File: config.mk
export PLATFORM = sky130hd
export DESIGN_NAME = hazard_unit
export DESIGN_NICKNAME = d
export VERILOG_FILES = /design/src/rtl/cpu_pkg.sv /design/src/rtl/hazard_fwd_sel.sv /design/src/rtl/hazard_unit.sv
export SDC_FILE = /design/constraint.sdc
export NUM_CORES = 1
export LEC_CHECK = 0
export CAP_MARGIN = 10
export CORE_ASPECT_RATIO = 2
export CORE_MARGIN = 2
export CORE_UTILIZATION = 54
export CTS_BUF_LIST = sky130_fd_sc_hd__clkbuf_8
export DETAILED_ROUTE_END_ITERATION = 12
export GPL_TIMING_DRIVEN = 0
export MAX_ROUTING_LAYER = met4
export PLACE_DENSITY = 0.82
export SLEW_MARGIN = 20
export SYNTH_ARGS = -nofsm -noshare
export SYNTH_HDL_FRONTEND = slang
export SYNTH_SLANG_ARGS = --single-unit
File: constraint.sdc
create_clock -name clk_i -period 2.5 [get_ports clk_i]
set_clock_uncertainty 0.1 [all_clocks]
set_input_delay 0.625 -clock clk_i [delete_from_list [all_inputs] [get_ports clk_i]]
set_output_delay 0.625 -clock clk_i [all_outputs]
set_load 0.02 [all_outputs]
File: src/rtl/cpu_pkg.sv
// Shared types for the hazard/forwarding controller:
// forwarding select encoding and the shadow-stage record.
package cpu_pkg;

    localparam int HZ_REG_W = 5;

    typedef enum logic [1:0] {
        FWD_NONE = 2'b00,
        FWD_WB   = 2'b01,
        FWD_MEM  = 2'b10
    } fwd_sel_e;

    typedef struct packed {
        logic                valid;
        logic [HZ_REG_W-1:0] rs1;
        logic [HZ_REG_W-1:0] rs2;
        logic                uses_rs1;
        logic                uses_rs2;
        logic [HZ_REG_W-1:0] rd;
        logic                reg_write;
        logic                mem_read;
        logic                multicycle;
    } hz_stage_t;

endpackage

File: src/rtl/hazard_fwd_sel.sv
// Forwarding select for one EX operand.
// Ports: src_i (EX source), MEM/WB writer flag + rd, sel_o.
module hazard_fwd_sel
    import cpu_pkg::*;
#(
    parameter int W = HZ_REG_W
) (
    input  logic [W-1:0] src_i,
    input  logic         mem_wr_i,
    input  logic [W-1:0] mem_rd_i,
    input  logic         wb_wr_i,
    input  logic [W-1:0] wb_rd_i,
    output fwd_sel_e     sel_o
);

    logic mem_hit;
    logic wb_hit;

    // x0 is never a writer; MEM is the younger result.
    assign mem_hit = mem_wr_i && (mem_rd_i != '0)
                     && (mem_rd_i == src_i);
    assign wb_hit  = wb_wr_i && (wb_rd_i != '0)
                     && (wb_rd_i == src_i);

    always_comb begin
        sel_o = FWD_NONE;
        if (mem_hit) begin
            sel_o = FWD_MEM;
        end else if (wb_hit) begin
            sel_o = FWD_WB;
        end
    end

endmodule

File: src/rtl/hazard_unit.sv
// Pipeline hazard and forwarding controller.
// Inputs: clk/rst, ID fields, branch_taken, ext_stall.
// Outputs: pc/if enables, flush/bubble/stall, EX fwd selects.
module hazard_unit
    import cpu_pkg::*;
#(
    parameter int REG_ADDR_W = 5,
    parameter int MC_LATENCY = 4
) (
    input  logic                  clk_i,
    input  logic                  rst_i,
    input  logic                  id_valid_i,
    input  logic [REG_ADDR_W-1:0] id_rs1_i,
    input  logic [REG_ADDR_W-1:0] id_rs2_i,
    input  logic                  id_uses_rs1_i,
    input  logic                  id_uses_rs2_i,
    input  logic [REG_ADDR_W-1:0] id_rd_i,
    input  logic                  id_reg_write_i,
    input  logic                  id_mem_read_i,
    input  logic                  id_multicycle_i,
    input  logic                  branch_taken_i,
    input  logic                  ext_stall_i,
    output logic                  pc_en_o,
    output logic                  if_en_o,
    output logic                  if_flush_o,
    output logic                  id_bubble_o,
    output logic                  ex_stall_o,
    output logic                  mem_bubble_o,
    output fwd_sel_e              fwd_a_o,
    output fwd_sel_e              fwd_b_o
);

    localparam int CNT_W = $clog2(MC_LATENCY + 1);
    localparam logic [CNT_W-1:0] MC_LOAD =
        CNT_W'(MC_LATENCY - 1);

    hz_stage_t        ex_q, ex_d;
    hz_stage_t        mem_q, mem_d;
    hz_stage_t        wb_q, wb_d;
    hz_stage_t        id_stage;
    logic [CNT_W-1:0] mc_cnt_q, mc_cnt_d;

    logic     mc_busy;
    logic     lu_hit1;
    logic     lu_hit2;
    logic     load_use;
    fwd_sel_e fwd_a;
    fwd_sel_e fwd_b;
    logic     unused_fields;

    always_comb begin
        id_stage            = '0;
        id_stage.valid      = id_valid_i;
        id_stage.rs1        = HZ_REG_W'(id_rs1_i);
        id_stage.rs2        = HZ_REG_W'(id_rs2_i);
        id_stage.uses_rs1   = id_uses_rs1_i;
        id_stage.uses_rs2   = id_uses_rs2_i;
        id_stage.rd         = HZ_REG_W'(id_rd_i);
        id_stage.reg_write  = id_reg_write_i;
        id_stage.mem_read   = id_mem_read_i;
        id_stage.multicycle = id_multicycle_i;
    end

    assign mc_busy  = (mc_cnt_q != '0);
    assign lu_hit1  = id_uses_rs1_i
                      && (id_stage.rs1 == ex_q.rd);
    assign lu_hit2  = id_uses_rs2_i
                      && (id_stage.rs2 == ex_q.rd);
    assign load_use = ex_q.valid && ex_q.mem_read
                      && (ex_q.rd != '0)
                      && (lu_hit1 || lu_hit2);

    always_comb begin
        pc_en_o      = 1'b1;
        if_en_o      = 1'b1;
        if_flush_o   = 1'b0;
        id_bubble_o  = 1'b0;
        ex_stall_o   = 1'b0;
        mem_bubble_o = 1'b0;
        ex_d         = ex_q;
        mem_d        = mem_q;
        wb_d         = wb_q;
        mc_cnt_d     = mc_cnt_q;
        if (rst_i) begin
            pc_en_o     = 1'b0;
            if_en_o     = 1'b0;
            if_flush_o  = 1'b1;
            id_bubble_o = 1'b1;
        end else if (ext_stall_i) begin
            // Whole pipe frozen: shadow and count hold.
            pc_en_o = 1'b0;
            if_en_o = 1'b0;
        end else if (mc_busy) begin
            pc_en_o      = 1'b0;
            if_en_o      = 1'b0;
            ex_stall_o   = 1'b1;
            mem_bubble_o = 1'b1;
            mem_d        = '0;
            wb_d         = mem_q;
            mc_cnt_d     = mc_cnt_q - CNT_W'(1);
        end else if (load_use) begin
            pc_en_o     = 1'b0;
            if_en_o     = 1'b0;
            id_bubble_o = 1'b1;
            ex_d        = '0;
            mem_d       = ex_q;
            wb_d        = mem_q;
        end else begin
            // Branch only acts when ID really advances.
            if_flush_o = branch_taken_i;
            ex_d       = id_stage;
            mem_d      = ex_q;
            wb_d       = mem_q;
            mc_cnt_d   = (id_valid_i && id_multicycle_i)
                         ? MC_LOAD : '0;
        end
    end

    always_ff @(posedge clk_i) begin
        if (rst_i) begin
            ex_q     <= '0;
            mem_q    <= '0;
            wb_q     <= '0;
            mc_cnt_q <= '0;
        end else begin
            ex_q     <= ex_d;
            mem_q    <= mem_d;
            wb_q     <= wb_d;
            mc_cnt_q <= mc_cnt_d;
        end
    end

    hazard_fwd_sel #(.W(HZ_REG_W)) u_fwd_a (
        .src_i    (ex_q.rs1),
        .mem_wr_i (mem_q.valid && mem_q.reg_write),
        .mem_rd_i (mem_q.rd),
        .wb_wr_i  (wb_q.valid && wb_q.reg_write),
        .wb_rd_i  (wb_q.rd),
        .sel_o    (fwd_a)
    );

    hazard_fwd_sel #(.W(HZ_REG_W)) u_fwd_b (
        .src_i    (ex_q.rs2),
        .mem_wr_i (mem_q.valid && mem_q.reg_write),
        .mem_rd_i (mem_q.rd),
        .wb_wr_i  (wb_q.valid && wb_q.reg_write),
        .wb_rd_i  (wb_q.rd),
        .sel_o    (fwd_b)
    );

    always_comb begin
        fwd_a_o = rst_i ? FWD_NONE : fwd_a;
        fwd_b_o = rst_i ? FWD_NONE : fwd_b;
    end

    // Stage fields kept for visibility but not decoded here.
    assign unused_fields = ^{ex_q, mem_q, wb_q};

endmodule

# [Yosys cells after proc, flatten, opt, wreduce, memory -nomap -nowiden]
# Cells that the tools add are included.
[classes] n_eq_ne=7 n_addsub=1 n_reduce_logical=21 muxes=26 n_bitwise=2 n_shift=0 multipliers=0 n_lt_le_gt_ge=0 div_mod_pow=0
[ops] cell="21-bit 2-to-1 mux" count=2
[ops] cell="5-bit equality test" count=6
[ops] cell="1-bit 2-to-1 mux" count=17
[ops] cell="5-bit nonzero test" count=3
[ops] cell="1-bit logical AND" count=14
[ops] cell="2-bit 2-to-1 mux" count=5
[ops] cell="3-bit 2-to-1 mux" count=2
[ops] cell="2-bit AND reduction" count=2
[ops] cell="3-bit nonzero test" count=1
[ops] cell="3-bit by 1-bit subtractor with 3-bit output, second input constant" count=1
[ops] cell="2-bit != test, second input constant" count=1
[ops] cell="1-bit NOT" count=2
[ops] cell="1-bit logical OR" count=1
[word_totals] output_inout_bits=10 mem_bits_ro=0 memories=0 elab_cells=73 register_bits=38 ramBits=0 latch_bits=0

# [Longest topological paths before layout]
# Gate-level depths: netlist of the first run.
[depth] ltp_word=8 mapped_depth=8

# [Hierarchy]
# A second synthesis of the first run with hierarchy kept.
[hier_totals] hier_cells=230 area_unflattened_um2=1999.4
[modules_own_cells] module="hazard_unit" cells_each=188 area_per_inst_um2=1681.6 instances=1
[modules_own_cells] module="hazard_fwd_sel" cells_each=21 area_per_inst_um2=158.9 instances=2

# [Worst setup path after synthesis of the first run]
# No wires, ideal clock.
[synth_path] path_type="input to output" startpoint="input port id_rs2_i[4]" endpoint="output port pc_en_o" t_required_ps=1775 stages=7 n_path_buf=2 arrival_ps=2218 setup_slack_ps=-443 cell_sequence="xnor2_1 > nand4_1 > o22ai_1 > nor2b_2 > buf_2 > nor4_1 > buf_4"
[synth_via] elab_chain_len=8
[synth_rtl] element="start, declared" line="hazard_unit.sv:14" text="input logic [REG_ADDR_W-1:0] id_rs2_i,"
[synth_rtl] element="5-bit equality test" line="hazard_unit.sv:68" text="&& (id_stage.rs2 == ex_q.rd);"
[synth_rtl] element="1-bit logical AND" line="hazard_unit.sv:68"
[synth_rtl] element="1-bit logical OR" line="hazard_unit.sv:71" text="&& (lu_hit1 || lu_hit2);"
[synth_rtl] element="1-bit logical AND" line="hazard_unit.sv:71"
[synth_rtl] element="1-bit 2-to-1 mux (4 in a row)"
[synth_rtl] element="end, declared" line="hazard_unit.sv:23" text="output logic pc_en_o,"
# Every way passes these cells.

# [Worst setup path after layout of the first run]
[layout_path] startpoint="register mem_q[4] (netlist bit)" endpoint="output port fwd_a_o[0]"
[layout_via] elab_chain_len=5 elab_cells_between_ends=6 classes_between="eq/ne: 1; mux: 2; reduce/logical: 3"
[layout_rtl] element="start, declared" line="hazard_unit.sv:38" text="hz_stage_t mem_q, mem_d;"
[layout_rtl] element="start signal, assigned" line="hazard_unit.sv:127" text="mem_q <= mem_d;"
[layout_rtl] element="5-bit nonzero test" line="hazard_fwd_sel.sv:20" text="assign mem_hit = mem_wr_i && (mem_rd_i != '0)"
[layout_rtl] element="1-bit logical AND" line="hazard_fwd_sel.sv:20"
[layout_rtl] element="1-bit logical AND *" line="hazard_fwd_sel.sv:21" text="&& (mem_rd_i == src_i);"
[layout_rtl] element="2-bit 2-to-1 mux *" line="hazard_fwd_sel.sv:27" text="if (mem_hit) begin"
[layout_rtl] element="2-bit 2-to-1 mux *" line="hazard_unit.sv:152" text="fwd_a_o = rst_i ? FWD_NONE : fwd_a;"
[layout_rtl] element="end, declared" line="hazard_unit.sv:29" text="output fwd_sel_e fwd_a_o,"
# Mark *: on every way between the ends. The rest lies on a longest branch, timed or not.

==> results by group, run 1 <==
Run status
  • Outcome: finished with violations
  • Failing checks: negative setup slack

Cells and area
  • Antenna diode count: 0
  • Syn-to-layout area delta: 35.08%
  • Util after Layout: 0.7630
  • Layout cells sized above 1: 0.2632
  • # nets final: 292

STA
  • Slew Limit Fails: 0
  • Hold Vio Cnt, Final: 0
  • Hold WS: 0.3896 ns
  • Slew HR: 0.5591
  • Fin crit share: 1.056
  • Final setup violation count: 7
  • RSZ-0062 raised after global routing: yes
  • Worst-Margin Slew: 0.6613 ns
  • Max Fclk: 0.3787 GHz
  • Min Tclk post-route: 2.641 ns
  • Final Worst Setup Slack: -0.1409 ns

Clock network
  • CTS HTree Levels: 2
  • Cts hold-fix bufs: 0
  • CTS tree: done
  • CTS buffer count: 5
  • CTS clk-pin slew, worst paths: 0.07 ns
  • Clk_lat worst skew: 0.29 ns
  • Clk sink count: 35
  • Clock Tree Buf Depth: 2
  • Root Buffer: clkbuf_8

Power
  • Clock power frac: 0.357
  • Net switching fraction of the power: 0.2842
  • Pleak: 0.001042 uW
  • Net load switching power: 423.8 uW
  • Power Density: 578.6 nW/um2
  • Internal power: 1067 uW
  • Comb power frac: 0.215
  • Sequential share of power: 0.429
  • VDD IR max: 570.1 uV

Logic synthesis
  • FFs w/ async S/R, synth: 0
  • Simple-Gate Fraction of Synth Area: 0.1974
  • Synth Cell Area: 1908 um2
  • Avg Cell Area, Syn: 8.713 um2
  • Post-synth EDFFs: 0
  • Xor/xnor cell area share of the yosys netlist: 0.1377
  • Mapped Cells: 219
  • Top cell type's share of synthesized area: 0.3672
  • Mux cell area share after synthesis: 0.03672
  • Top cells by count, synth: dfxtp_1 (35), inv_1 (22), nor2_1 (20)
  • Main synth FF type: dfxtp_1
  • Most frequent cell after synthesis: dfxtp_1
  • Post-synth top area cell: dfxtp_1
  • Yosys warnings: 0
  • Post-synth cell types: 35
  • Largest cells by area after synthesis: dfxtp_1 (37%), o32ai_1 (8.3%), xnor2_1 (7.8%)
  • Largest family of logic cells by synthesized area: simple AND/OR/NAND/NOR gates
  • Syn Nets: 246
  • Compound-cell area share of the yosys netlist: 0.1620
  • Fraction of the mapped netlist area in adder cells: 0.01311
  • Seq cells post-synth: 35
  • Seq/Total Area, Yosys: 0.3672

Detailed routing
  • Drt wl/cell: 17.67 um
  • Residual DRC: 0
  • Drt via density: 5.916
  • Drt initial violations: 49
  • DR vias: 1,763
  • Detail Route Antenna Nets: 0
  • Drt pass-1 iters: 4
  • Drt total wl: 5.266 mm

Place
  • PortBufs: 32
  • Final HPWL DP: 3.516 mm
  • Global placement routability congestion: 0.9189

Global route
  • First-pass GRT wire length: 8.314 mm
  • Initial antenna violation count: 0
  • Largest net degree at the start of global routing: 12
  • Global-route usage over all layers: 0.2912
  • Vias in the first global route: 1,784
  • Overflow after GRT: 0

Die
  • Die width: 46.03 um
  • DIE AREA: 4054 um2
  • CORE AREA: 3378 um2
  • # IOs: 35
  • Std-Cell Rows: 30
  • Chip height: 88.07 um
  • Initial Util: 0.5648

Critical path
  • Worst Setup End Kind: primary output
  • CP Data Required Time: 1.77 ns
  • Max FO, Critical Path: 5
  • Startpoint types: flop
  • Worst EP arrival: 1.92 ns
  • Worst Setup Path Type: reg2out

Job
  • Total of max-cap violations: 0

Min path
  • Min-Delay Path Class: reg2reg
[worst max-delay path: stages, from the launching register on]
cell	delay [ns]
dfxtp_2	0.36
or4_4	0.53
o211ai_4	0.22
nor4_4	0.07
nor4_4	0.27
buf_4	0.18
[repair_timing]
| action | 4_1_cts | 5_1_grt |
|---|---|---|
| endpoints found under the setup margin | 10 | 9 |
| pin swaps | 20 | 5 |
| setup buffers | 7 | 1 |
| gates resized for setup | 117 | 11 |
[sequential cells by signal, indices dropped and copies added, names as in the netlist]
signal	count
wb_q	7
ex_q	18
mem_q	7
mc_cnt_q	3
[worst paths after layout]
path	from	endpoint	slack [ns]	cells past startpoint
min	ex_q[2]	ex_q[2]	0.39	2
max reg2reg	ex_q[5]	ex_q[3]	0.57	8
max	mem_q[4]	fwd_a_o[0]	-0.14	5
min reg2reg	ex_q[2]	ex_q[2]	0.39	2
[placed cells by master (no fill, tap or decap), drive strengths merged, types with 3 or more instances in the layout]
cell	synthesis	final
o21ai	3	3
dlygate4sd2	0	3
nor4	4	4
a22oi	7	7
clkdlybuf4s50	0	10
xnor2	17	17
o32ai	18	18
a21oi	5	5
dfxtp	35	35
or4	4	4
nand2	6	6
nor2	21	21
nand3b	18	18
clkbuf	10	16
xor2	13	13
mux2i	7	7
nand3	4	4
inv	22	22
buf	8	33
[area by class of cell]
class                           count  area, um2
Buffer                             17      96.34
Tap cell                           32      40.04
Multi-Input combinational cell    144       1166
Inverter                           22      82.58
Sequential cell                    35      713.2
Clock buffer                        6      82.58
Clock inverter                      2      35.03
Fill cell                         257      800.8
Timing Repair Buffer               40      361.6
[stage by stage]
step	cell area, um2	std cells	setup TNS [ns]	total power, uW	setup WS [ns]
2_1_floorplan	1936	219	0	827.0	0.002825
3_3_place_gp	2296	283	-8.289	920.7	-1.184
3_5_place_dp	2296	283	-8.990	929.5	-1.208
4_1_cts	2535	297	-0.5797	1476	-0.1950
5_1_grt	2577	298	-1.003	1551	-0.1972
6_report	2577	298	-0.5211	1491	-0.1409
[logic make-up after synthesis]
logic type | count (synthesis)
AO/OA/AOI/OAI | 40
XOR/XNOR | 30
adder cells (fa/ha/maj) | 2
buffers and inverters | 40
flip-flops | 35
multiplexers | 7
AND/OR/NAND/NOR | 65
[per-layer routing]
layer | share of wire | track usage | vias up | routed length [um]
met5 | 0 | - | - | 0
li1 | - | - | 858 | -
met4 | 0.018 | 0.1143 | 0 | 97
met3 | 0.036 | 0.04124 | 12 | 187
met1 | 0.37 | 0.2950 | 829 | 1941
met2 | 0.58 | 0.5265 | 64 | 3038
[power groups by stage]
stage,clock network [uW],registers (uW),logic [uW]
floorplan,0,634,193
global placement,0,645,276
detailed placement,0,647,283
CTS,534,636,306
global route,561,643,347
finish,532,640,320
(Power assumes the default switching activity.)
==> run 2: changes to the inputs <==
--- a/config.mk
+++ b/config.mk
@@ -14,7 +14,6 @@
 export GPL_TIMING_DRIVEN = 0
 export MAX_ROUTING_LAYER = met4
 export PLACE_DENSITY = 0.82
-export SLEW_MARGIN = 20
 export SYNTH_ARGS = -nofsm -noshare
 export SYNTH_HDL_FRONTEND = slang
 export SYNTH_SLANG_ARGS = --single-unit
==> results of run 2 <==
Final layout, timing and power as in run 1 (identical DEF).
